==> src/rtl/circular_shift_register_universal.sv <==
// Universal circular shift register: rotate right/left with optional serial insertion,
// parallel load, and a counted multi-step rotate with busy/done handshake.
module circular_shift_register_universal #(
  parameter int unsigned WIDTH       = 5,
  parameter int unsigned COUNT_WIDTH = 3
) (
  input  logic                   clock,
  input  logic                   clear,
  input  logic [1:0]             mode,
  input  logic                   serial_en,
  input  logic                   data,
  input  logic [WIDTH-1:0]       load_value,
  input  logic                   start,
  input  logic [COUNT_WIDTH-1:0] amount,
  output logic [WIDTH-1:0]       q,
  output logic                   out,
  output logic                   busy,
  output logic                   done
);

  localparam logic [1:0] MODE_HOLD  = 2'b00;
  localparam logic [1:0] MODE_RIGHT = 2'b01;
  localparam logic [1:0] MODE_LEFT  = 2'b10;
  localparam logic [1:0] MODE_LOAD  = 2'b11;

  typedef enum logic {IDLE, RUN} state_t;

  state_t                 state_q, state_d;
  logic [COUNT_WIDTH-1:0] cnt_q, cnt_d;
  logic                   dir_left_q, dir_left_d;
  logic [WIDTH-1:0]       q_d;
  logic                   busy_d, done_d;
  logic [WIDTH-1:0]       rot_right, rot_left;

  // One-step results; the inserted bit is either the wrapped bit or the serial input.
  always_comb begin
    rot_right = {(serial_en ? data : q[0]), q[WIDTH-1:1]};
    rot_left  = {q[WIDTH-2:0], (serial_en ? data : q[WIDTH-1])};
  end

  assign out = q[0];

  always_ff @(posedge clock or negedge clear) begin
    if (!clear) begin
      state_q    <= IDLE;
      cnt_q      <= '0;
      dir_left_q <= 1'b0;
      q          <= '0;
      busy       <= 1'b0;
      done       <= 1'b0;
    end else begin
      state_q    <= state_d;
      cnt_q      <= cnt_d;
      dir_left_q <= dir_left_d;
      q          <= q_d;
      busy       <= busy_d;
      done       <= done_d;
    end
  end

  always_comb begin
    state_d    = state_q;
    cnt_d      = cnt_q;
    dir_left_d = dir_left_q;
    q_d        = q;
    busy_d     = 1'b0;
    done_d     = 1'b0;
    unique case (state_q)
      IDLE: begin
        if (start && (mode == MODE_RIGHT || mode == MODE_LEFT)) begin
          // A zero-length request completes immediately without touching q.
          if (amount != '0) begin
            state_d    = RUN;
            cnt_d      = amount;
            dir_left_d = (mode == MODE_LEFT);
            busy_d     = 1'b1;
          end else begin
            done_d = 1'b1;
          end
        end else begin
          unique case (mode)
            MODE_HOLD:  q_d = q;
            MODE_RIGHT: q_d = rot_right;
            MODE_LEFT:  q_d = rot_left;
            MODE_LOAD:  q_d = load_value;
          endcase
        end
      end
      RUN: begin
        q_d = dir_left_q ? rot_left : rot_right;
        if (cnt_q <= COUNT_WIDTH'(1)) begin
          cnt_d   = '0;
          state_d = IDLE;
          done_d  = 1'b1;
        end else begin
          cnt_d  = cnt_q - COUNT_WIDTH'(1);
          busy_d = 1'b1;
        end
      end
      default: state_d = IDLE;
    endcase
  end

endmodule

==> config.mk <==
export PLATFORM = sky130hd
export DESIGN_NAME = circular_shift_register_universal
export DESIGN_NICKNAME = d
export VERILOG_FILES = /design/src/rtl/circular_shift_register_universal.sv
export SDC_FILE = /design/constraint.sdc
export NUM_CORES = 1
export LEC_CHECK = 0
export ABC_AREA = 1
export CORE_AREA = 5 5 50 52
export CTS_BUF_LIST = sky130_fd_sc_hd__clkbuf_2 sky130_fd_sc_hd__clkbuf_4 sky130_fd_sc_hd__clkbuf_8
export DETAILED_ROUTE_END_ITERATION = 16
export DIE_AREA = 0 0 55 57
export PLACE_DENSITY_LB_ADDON = 0.2
export REMOVE_ABC_BUFFERS = 1
export SYNTH_ARGS = -nofsm -noshare
export SYNTH_HDL_FRONTEND = slang
export SYNTH_SLANG_ARGS = --single-unit
==> constraint.sdc <==
create_clock -name clock -period 1.03 [get_ports clock]
set_input_delay 0.206 -clock clock [delete_from_list [all_inputs] [get_ports clock]]
set_output_delay 0.206 -clock clock [all_outputs]
set_load 0.1 [all_outputs]
==> flow_summary.json <==
{
  "outcome": "finished with violations",
  "failed_checks": "negative setup slack",
  "ioPinCount": 23,
  "grt_pass1_vias": 1028,
  "mostFrequentLayoutCell": "nand2_1",
  "vias": 1048,
  "fmax_mhz": 838.3,
  "die_w_um": 55,
  "area_delta_synth_final_pct": 84.46,
  "portBuffers": 22,
  "finalSetupViolations": 17,
  "dpl.cell_count": 190,
  "die_h_um": 57,
  "drt_iter0_markers": 19,
  "drt-total-wl_mm": 2.814,
  "critPathCaptureType": "primary output",
  "tightest_slew_ns": 0.1675,
  "rsz0062_at_grt": "true",
  "critPathLaunchType": "register",
  "ys_warn_count": 0,
  "dieArea_mm2": 0.003135,
  "synth.distinct_cells": 18,
  "required_ns": 0.82,
  "clk_latency_ns": 0.26,
  "clockBufferDepth": 2,
  "synth_area_um2": 829.5,
  "core_area_mm2": 0.002063,
  "firstDrtPassIters": 4,
  "grt_max_degree": 12,
  "grt_pass1_wl_mm": 4.443,
  "routabilityCongestion": 0.8840,
  "fillers": 154,
  "synth.avg_cell_area_um2": 6.532,
  "layoutNonFillerInstCount": 205,
  "slew_violations": 0,
  "detail_route.vias_per_cell": 5.112,
  "synth-main-ff-cell": "dfrtp_1",
  "grt_usage_pct": 18.79,
  "cts_hold_buf": 0,
  "layout.nets": 198,
  "cts_tree": "done",
  "crit_type": "reg2out",
  "antenna_cells": 0,
  "path_max_fanout": 3,
  "min_path_type": "in2async",
  "grt_remaining_overflow": 0,
  "finalWorstSetupSlack_ns": -0.1628,
  "clkTransAtPathRegs_ns": 0.07,
  "avgRoutedWirePerCell_um": 13.73,
  "synthArstFlopShare_pct": 100.0,
  "ys_ff_latch": 11,
  "power_density_mw_per_mm2": 3562,
  "drive_above_1_share_pct": 45.20,
  "ant_nets": 0,
  "p_leak_nw": 0.7521,
  "finClkSkew_ns": 0.003711,
  "cts_buffers": 3,
  "synth_edf_count": 0,
  "relSlewSlack_pct": 88.76,
  "fp-row-count": 17,
  "whs_ns": 0.2405,
  "initial_core_util_pct": 40.21,
  "syn_inst": 127,
  "cts_root_buffer": "clkbuf_4",
  "multi_input_area_um2": 593.1,
  "regArea_um2": 280.3,
  "dp_hpwl_mm": 1.872,
  "finalCriticalPeriod_ns": 1.193,
  "route.detailed.drc": 0,
  "ir_drop_mv": 2.761,
  "finalCritPeriodShare_pct": 115.8,
  "h-tree-depth": 1,
  "ys_seq_area_share_pct": 33.18,
  "cts.sinks": 11,
  "layout_common_cells": "41 x nand2_1, 21 x buf_4, 11 x clkdlybuf4s50_1",
  "antenna_found_initial": 0,
  "final_hold_viol_count": 0,
  "max-cap-violations": 0,
  "worstPathArrival_ns": 0.99,
  "dp_slack_ns": -0.7128
}
## layout make-up
cell class	count	area share, %
flip-flops and latches	11	18.32
well taps	28	2.289
inverters	15	4.007
repair buffers	48	34.67
multi-input cells	99	38.76
clock buffers	4	1.962
## per-stage QoR
stage	utilization, %	TNS (ns)	instance area (um^2)	total power, mW
after floorplan	-	-10.58	810.8	2.793
after CTS	71.86	-1.317	1483	5.275
final	74.17	-1.631	1530	5.450
after global placement	61.61	-6.383	1271	4.280
after global routing	74.17	-2.463	1530	5.741
after detailed placement	61.61	-6.986	1271	4.340
## report_power, final
part	switching [mW]	internal, mW
registers	0.280	0.664
clock network	0.143	0.176
logic	2.41	1.78
## Yosys cell counts (2+ instances only)
| cell type | count | area share, % |
|---|---|---|
| a21oi_2 | 2 | 2.1 |
| inv_1 | 13 | 5.9 |
| nand2_1 | 48 | 22 |
| a21oi_1 | 10 | 6.0 |
| nand3_1 | 9 | 5.4 |
| o21ai_0 | 6 | 3.6 |
| nor2_1 | 13 | 5.9 |
| ha_1 | 5 | 7.5 |
| inv_2 | 2 | 0.91 |
| dfrtp_1 | 11 | 33 |
## layer usage
metal / GRT usage [%] / part of all wire [%] / up-vias / wire length [um]
li1: - / - / 505 / -
met1: 21.79 / 38 / 506 / 1080
met2: 33.45 / 56 / 33 / 1568
met3: 2.611 / 4.8 / 4 / 136
met4: 7.292 / 1.0 / 0 / 29
met5: 0 / 0 / - / 0
## worst max-delay path, cell delays in order, from the launching register on
cell and delay, ns:
dfrtp_1 0.43, buf_6 0.14, buf_12 0.15
## cells by family after synthesis
logic type      synth area share, %
compound gates                13.73
fa+ha+maj                     7.541
flops                         33.18
simple gates                  35.45
xor+xnor                      1.056
buf+inv                       9.051
## sequential cells by signal (all words and copies together) (netlist names)
register and count:
state_q 1, q 5, done 1, dir_left_q 1, cnt_q 3
## worst paths after layout
path / slack [ns] / to / cells after the start / start
setup reg to reg: -0.16 / cnt_q[1] / 5 / cnt_q[0]
hold / removal: 0.24 / done / 2 / clear
hold reg to reg: 0.58 / cnt_q[2] / 2 / cnt_q[2]
min in group clock: 0.42 / done / 5 / start
max in group asynchronous: 0.63 / dir_left_q / 2 / clear
setup / recovery: -0.16 / busy / 2 / state_q
## repair_timing
item | 4_1_cts | 5_1_grt
resized for setup | 44 | 16
setup endpoints to repair | 19 | 19
pin swaps | 20 | 1
setup buffers | 10 | 1
gates cloned | 0 | 0
(Power assumes the default switching activity.)
